`src/rtl/box_eat_ctrl.sv`:
```
// Food box consumer: requests candidates, validates range/grid/body overlap,
// then watches the snake head for an eat event and keeps the score.
module box_eat_ctrl #(
  parameter  int GRID    = 10,
  parameter  int X_MIN   = 0,
  parameter  int X_MAX   = 630,
  parameter  int Y_MIN   = 0,
  parameter  int Y_MAX   = 470,
  parameter  int MAX_LEN = 32,
  parameter  int SETTLE  = 2,
  localparam int AW      = $clog2(MAX_LEN),
  localparam int CW      = (SETTLE > 1) ? $clog2(SETTLE) : 1
) (
  input  logic          clk,
  input  logic          rst,
  input  logic          step,
  input  logic [9:0]    head_x,
  input  logic [9:0]    head_y,
  input  logic [5:0]    snake_len,
  output logic [AW-1:0] seg_addr,
  input  logic [9:0]    seg_x,
  input  logic [9:0]    seg_y,
  input  logic [9:0]    box_x,
  input  logic [9:0]    box_y,
  output logic          drive,
  output logic          box_ok,
  output logic          eat,
  output logic [7:0]    score,
  output logic [3:0]    retries
);

  typedef enum logic [2:0] {
    S_REQ,
    S_WAIT,
    S_RANGE,
    S_SCAN,
    S_READY
  } state_t;

  state_t        state_q, state_d;
  logic          run_q;
  logic          eat_q, eat_d;
  logic [7:0]    score_q, score_d;
  logic [3:0]    retries_q, retries_d;
  logic [AW-1:0] seg_addr_q, seg_addr_d;
  logic [5:0]    len_q, len_d;
  logic [5:0]    k_q, k_d;
  logic [CW-1:0] cnt_q, cnt_d;

  int   bx, by;
  logic bad_box;
  logic seg_hit;
  logic head_hit;
  logic [3:0] retries_inc;

  always_ff @(posedge clk) begin
    if (rst) begin
      state_q    <= S_REQ;
      run_q      <= 1'b0;
      eat_q      <= 1'b0;
      score_q    <= '0;
      retries_q  <= '0;
      seg_addr_q <= '0;
      len_q      <= '0;
      k_q        <= '0;
      cnt_q      <= '0;
    end else begin
      state_q    <= state_d;
      run_q      <= 1'b1;
      eat_q      <= eat_d;
      score_q    <= score_d;
      retries_q  <= retries_d;
      seg_addr_q <= seg_addr_d;
      len_q      <= len_d;
      k_q        <= k_d;
      cnt_q      <= cnt_d;
    end
  end

  always_comb begin
    bx = int'(box_x);
    by = int'(box_y);
    bad_box = (bx < X_MIN) || (bx > X_MAX) ||
              (by < Y_MIN) || (by > Y_MAX) ||
              ((bx % GRID) != 0) || ((by % GRID) != 0);
    seg_hit  = (seg_x == box_x) && (seg_y == box_y);
    head_hit = step && (head_x == box_x) && (head_y == box_y);
    retries_inc = (retries_q == 4'hF) ? retries_q
                                      : retries_q + 4'd1;
  end

  always_comb begin
    state_d    = state_q;
    eat_d      = 1'b0;
    score_d    = score_q;
    retries_d  = retries_q;
    seg_addr_d = seg_addr_q;
    len_d      = len_q;
    k_d        = k_q;
    cnt_d      = cnt_q;
    drive      = 1'b0;
    unique case (state_q)
      S_REQ: begin
        // Hold off one cycle after reset and after an eat pulse.
        if (run_q && !eat_q) begin
          drive   = 1'b1;
          cnt_d   = '0;
          state_d = S_WAIT;
        end
      end
      S_WAIT: begin
        if (cnt_q == CW'(SETTLE - 1)) state_d = S_RANGE;
        else cnt_d = cnt_q + 1'b1;
      end
      S_RANGE: begin
        if (bad_box) begin
          retries_d = retries_inc;
          state_d   = S_REQ;
        end else if (snake_len == 6'd0) begin
          state_d = S_READY;
        end else begin
          seg_addr_d = '0;
          len_d      = snake_len;
          k_d        = '0;
          state_d    = S_SCAN;
        end
      end
      S_SCAN: begin
        // Cycle k compares the segment addressed in cycle k-1.
        if (k_q != 6'd0 && seg_hit) begin
          retries_d = retries_inc;
          state_d   = S_REQ;
        end else if (k_q == len_q) begin
          state_d = S_READY;
        end else begin
          k_d = k_q + 6'd1;
          if ((k_q + 6'd1) < len_q) seg_addr_d = seg_addr_q + 1'b1;
        end
      end
      S_READY: begin
        if (head_hit) begin
          eat_d     = 1'b1;
          score_d   = (score_q == 8'hFF) ? score_q : score_q + 8'd1;
          retries_d = '0;
          state_d   = S_REQ;
        end
      end
      default: state_d = S_REQ;
    endcase
  end

  assign box_ok   = (state_q == S_READY);
  assign eat      = eat_q;
  assign score    = score_q;
  assign retries  = retries_q;
  assign seg_addr = seg_addr_q;

endmodule

```
`config.mk`:
```
export PLATFORM = sky130hd
export DESIGN_NAME = box_eat_ctrl
export DESIGN_NICKNAME = d
export VERILOG_FILES = /design/src/rtl/box_eat_ctrl.sv
export SDC_FILE = /design/constraint.sdc
export NUM_CORES = 1
export LEC_CHECK = 0
export ABC_AREA = 1
export CORE_ASPECT_RATIO = 1.4
export CORE_MARGIN = 8
export CORE_UTILIZATION = 57
export DETAILED_ROUTE_END_ITERATION = 8
export PLACE_DENSITY = 0.82
export SYNTH_ARGS = -nofsm -noshare
export SYNTH_HDL_FRONTEND = slang
export SYNTH_SLANG_ARGS = --single-unit
```
`constraint.sdc`:
```
create_clock -name clk -period 12.11 [get_ports clk]
set_input_delay 1.211 -clock clk [delete_from_list [all_inputs] [get_ports clk]]
set_output_delay 1.211 -clock clk [all_outputs]
set_load 0.01 [all_outputs]
```
==> impl_metrics.ini <==
[synth]
synth_warnings = 0
avgSynthCellArea_um2 = 5.95
synth_top_family_by_area = simple AND/OR/NAND/NOR gates
synth_edf_count = 0
synth.mux.area_fraction_pct = 0
ys_types = 51
synth_ff_type = dfxtp_1
async_reset_ff_share_pct = 0
synthCells = 869
synthXorXnorAreaFrac_pct = 8.31
synth_simple_gate_area_share_pct = 51.9
ys_seq_area_share_pct = 13.6
synthAdderAreaFrac_pct = 3.63
ys_ff_latch = 35
synth_compound_area_share_pct = 11.0
synth_area_mm2 = 0.00517
synth.net_count = 953

[cts]
cts.sink_count = 35
h-tree-depth = 2
worstSkewPairLatency_ns = 0.28
postCtsHoldBufs = 0
numCtsBuffers = 5
cts_tree = built
path_clk_slew_ns = 0.06
cts-root-buf = clkbuf_16
ctsResizeCount = 0
cts_setup_buffers = 0
ctsLongestPathBuffers = 2

[setup_path]
critical_path_required_ns = 12.30
crit_path_max_fanout = 18
crit_arrival_ns = 7.02
cp-end-kind = register
cp-start-kind = input pin
slowest_delay_ns = 0.65
cpMostUsedCell = nand2_1
cp_slowest_cell = clkdlybuf4s50_1
critPathKind = in -> reg

[sta]
rsz0062_at_grt = false
min_period_ns = 6.83
fin_skew_ns = 0.00582
fin_crit_sh_pct = 56.4
slew_viol_final = 0
setup_viol = 0
relSlewSlack_pct = 36.0
final_hold_viol_count = 0
max_freq_ghz = 0.146
worst_pin_slew_ns = 0.951
timing.setup.tns_ns = 0

[die]
rows = 41
core_mm2 = 0.00893
ios = 89
die_y_um = 129
initial_core_util_pct = 57.9
die-area_mm2 = 0.0124
fp.dieW_um = 96.5

[global_routing]
grt_max_degree = 21
grt_pass1_vias = 5800
overflow = 0
antenna_found_initial = 0
grt_usage_pct = 24.2
grt_pass1_wl_um = 25000

[cells_and_area]
final-instance-count-excl-fill = 1053
stdcell_area_mm2 = 0.00624
final_layout_size_suffix_gt1_share_pct = 11.1
final_nets = 1029
final_cell_mix = nand2_1, inv_1, nand3_1
fin_util_pct = 69.9
final_common_cell = nand2_1
area_growth_pct = 20.8
antenna_cells = 0

[detailed_routing]
postRouteAntennaNets = 0
drtIter0Drc = 279
vias = 5894
avgViaCountPerCell = 5.60
wl_per_cell_um = 14.1
routed_wl_um = 14900
firstDrtPassIters = 8
drcViolationCount = 0

[power]
seq_power_share_pct = 16.1
finalPower_w = 0.000864
power.density_mw_per_mm2 = 138
internal_power_w = 0.000427
power_leakage_nw = 2.98
power.share.clock_pct = 17.0
peakVddDrop_mv = 0.112
combPwrFrac_pct = 66.9
switching_share_pct = 50.5
p_sw_w = 0.000436

[placed_design]
place_area_mm2 = 0.00607
numPortBuffers = 88
gp_congestion = 0.996
dp_hpwl_um = 12200
dp.cells = 1045

[run_status]
status = finished, final reports clean

[hold_path]
worst_hold_path_type = reg -> reg

[flow_run]
cap_violations = 0
-- metrics by stage --
step	setup slack, ns	hold slack (ns)
final	5.28	0.474
after global routing	4.56	0.500
after CTS	5.29	0.468
after detailed placement	5.04	0.454
after global placement	5.23	0.452
after floorplan	6.39	0.428
-- state kept, by name, indices dropped and copies added (netlist names) --
name / count
run_q: 1
eat: 1
k_q: 6
retries: 4
state_q: 3
cnt_q: 1
score: 8
len_q: 6
seg_addr: 5
-- power by group through the flow --
stage	Combinational (W)	Sequential [W]	Clock [W]
floorplan	0.000450	0.000138	0
global placement	0.000554	0.000141	0
detailed placement	0.000568	0.000141	0
CTS	0.000572	0.000139	0.000148
global route	0.000650	0.000141	0.000152
finish	0.000578	0.000139	0.000147
-- cell type report --
| cell class | count | area [um^2] |
|---|---|---|
| fillers | 810 | 2690 |
| clock inverters | 3 | 43.8 |
| well taps | 107 | 134 |
| flip-flops and latches | 35 | 701 |
| clock buffers | 5 | 125 |
| multi-input cells | 685 | 3860 |
| inverters | 130 | 492 |
| repair buffers | 88 | 881 |
-- cells in the mapped netlist (2+ instances only) --
cell,count,share of area (%)
a211o_1,2,0.34
a211oi_1,2,0.29
a21oi_1,34,3.3
a21oi_2,2,0.34
a221oi_1,2,0.34
a31oi_1,2,0.24
and2_1,3,0.36
and3_1,4,0.48
buf_2,4,0.39
buf_4,2,0.29
buf_6,2,0.44
clkbuf_1,9,0.65
clkinv_1,3,0.22
dfxtp_1,35,14
ha_1,15,3.6
inv_1,107,7.8
inv_2,18,1.3
nand2_1,236,17
nand2_2,21,2.5
nand2_4,5,1.1
nand3_1,92,8.9
nand3_2,18,3.5
nand3_4,4,1.4
nand3b_1,5,0.73
nand4_1,34,4.1
nand4_4,2,0.82
nor2_1,62,4.5
nor2_2,6,0.73
nor2_4,9,2.0
nor3_1,11,1.1
nor4_1,6,0.73
o2111ai_1,5,0.85
o211ai_1,8,1.2
o21a_1,4,0.58
o21ai_0,21,2.0
o21ai_1,7,0.68
o21bai_1,2,0.29
or2_2,5,0.61
xnor2_1,21,3.6
xor2_1,28,4.7
-- layer usage --
| layer | vias up | track usage [%] | part of all wire (%) |
|---|---|---|---|
| met2 | 194 | 45.8 | 53 |
| met3 | 36 | 2.91 | 4.6 |
| met5 | - | 0 | 0 |
| li1 | 2995 | - | - |
| met4 | 0 | 10.2 | 3.3 |
| met1 | 2669 | 25.4 | 39 |
-- worst paths after layout --
| kind | from | endpoint | slack (ns) | cells past startpoint |
|---|---|---|---|---|
| max | box_y[8] | k_q[3]$_SDFFE_PP0P_ | 5.28 | 43 |
| min | len_q[0]$_SDFFE_PP0P_ | len_q[0]$_SDFFE_PP0P_ | 0.47 | 2 |
| max reg2reg | k_q[0]$_SDFFE_PP0P_ | seg_addr[2]$_SDFFE_PP0P_ | 9.31 | 14 |
| min reg2reg | len_q[0]$_SDFFE_PP0P_ | len_q[0]$_SDFFE_PP0P_ | 0.47 | 2 |
-- cells by family after synthesis --
kind of cell / after synthesis
flops: 35
fa+ha+maj: 15
compound gates: 94
xor+xnor: 49
simple gates: 527
buf+inv: 149
-- critical path, delay by kind of cell --
family | cells | cell delay (ns)
adders and majority gates | 2 | 0.43
and+or+nand+nor | 38 | 4.58
buffers and inverters | 3 | 0.81
(Power assumes the default switching activity.)
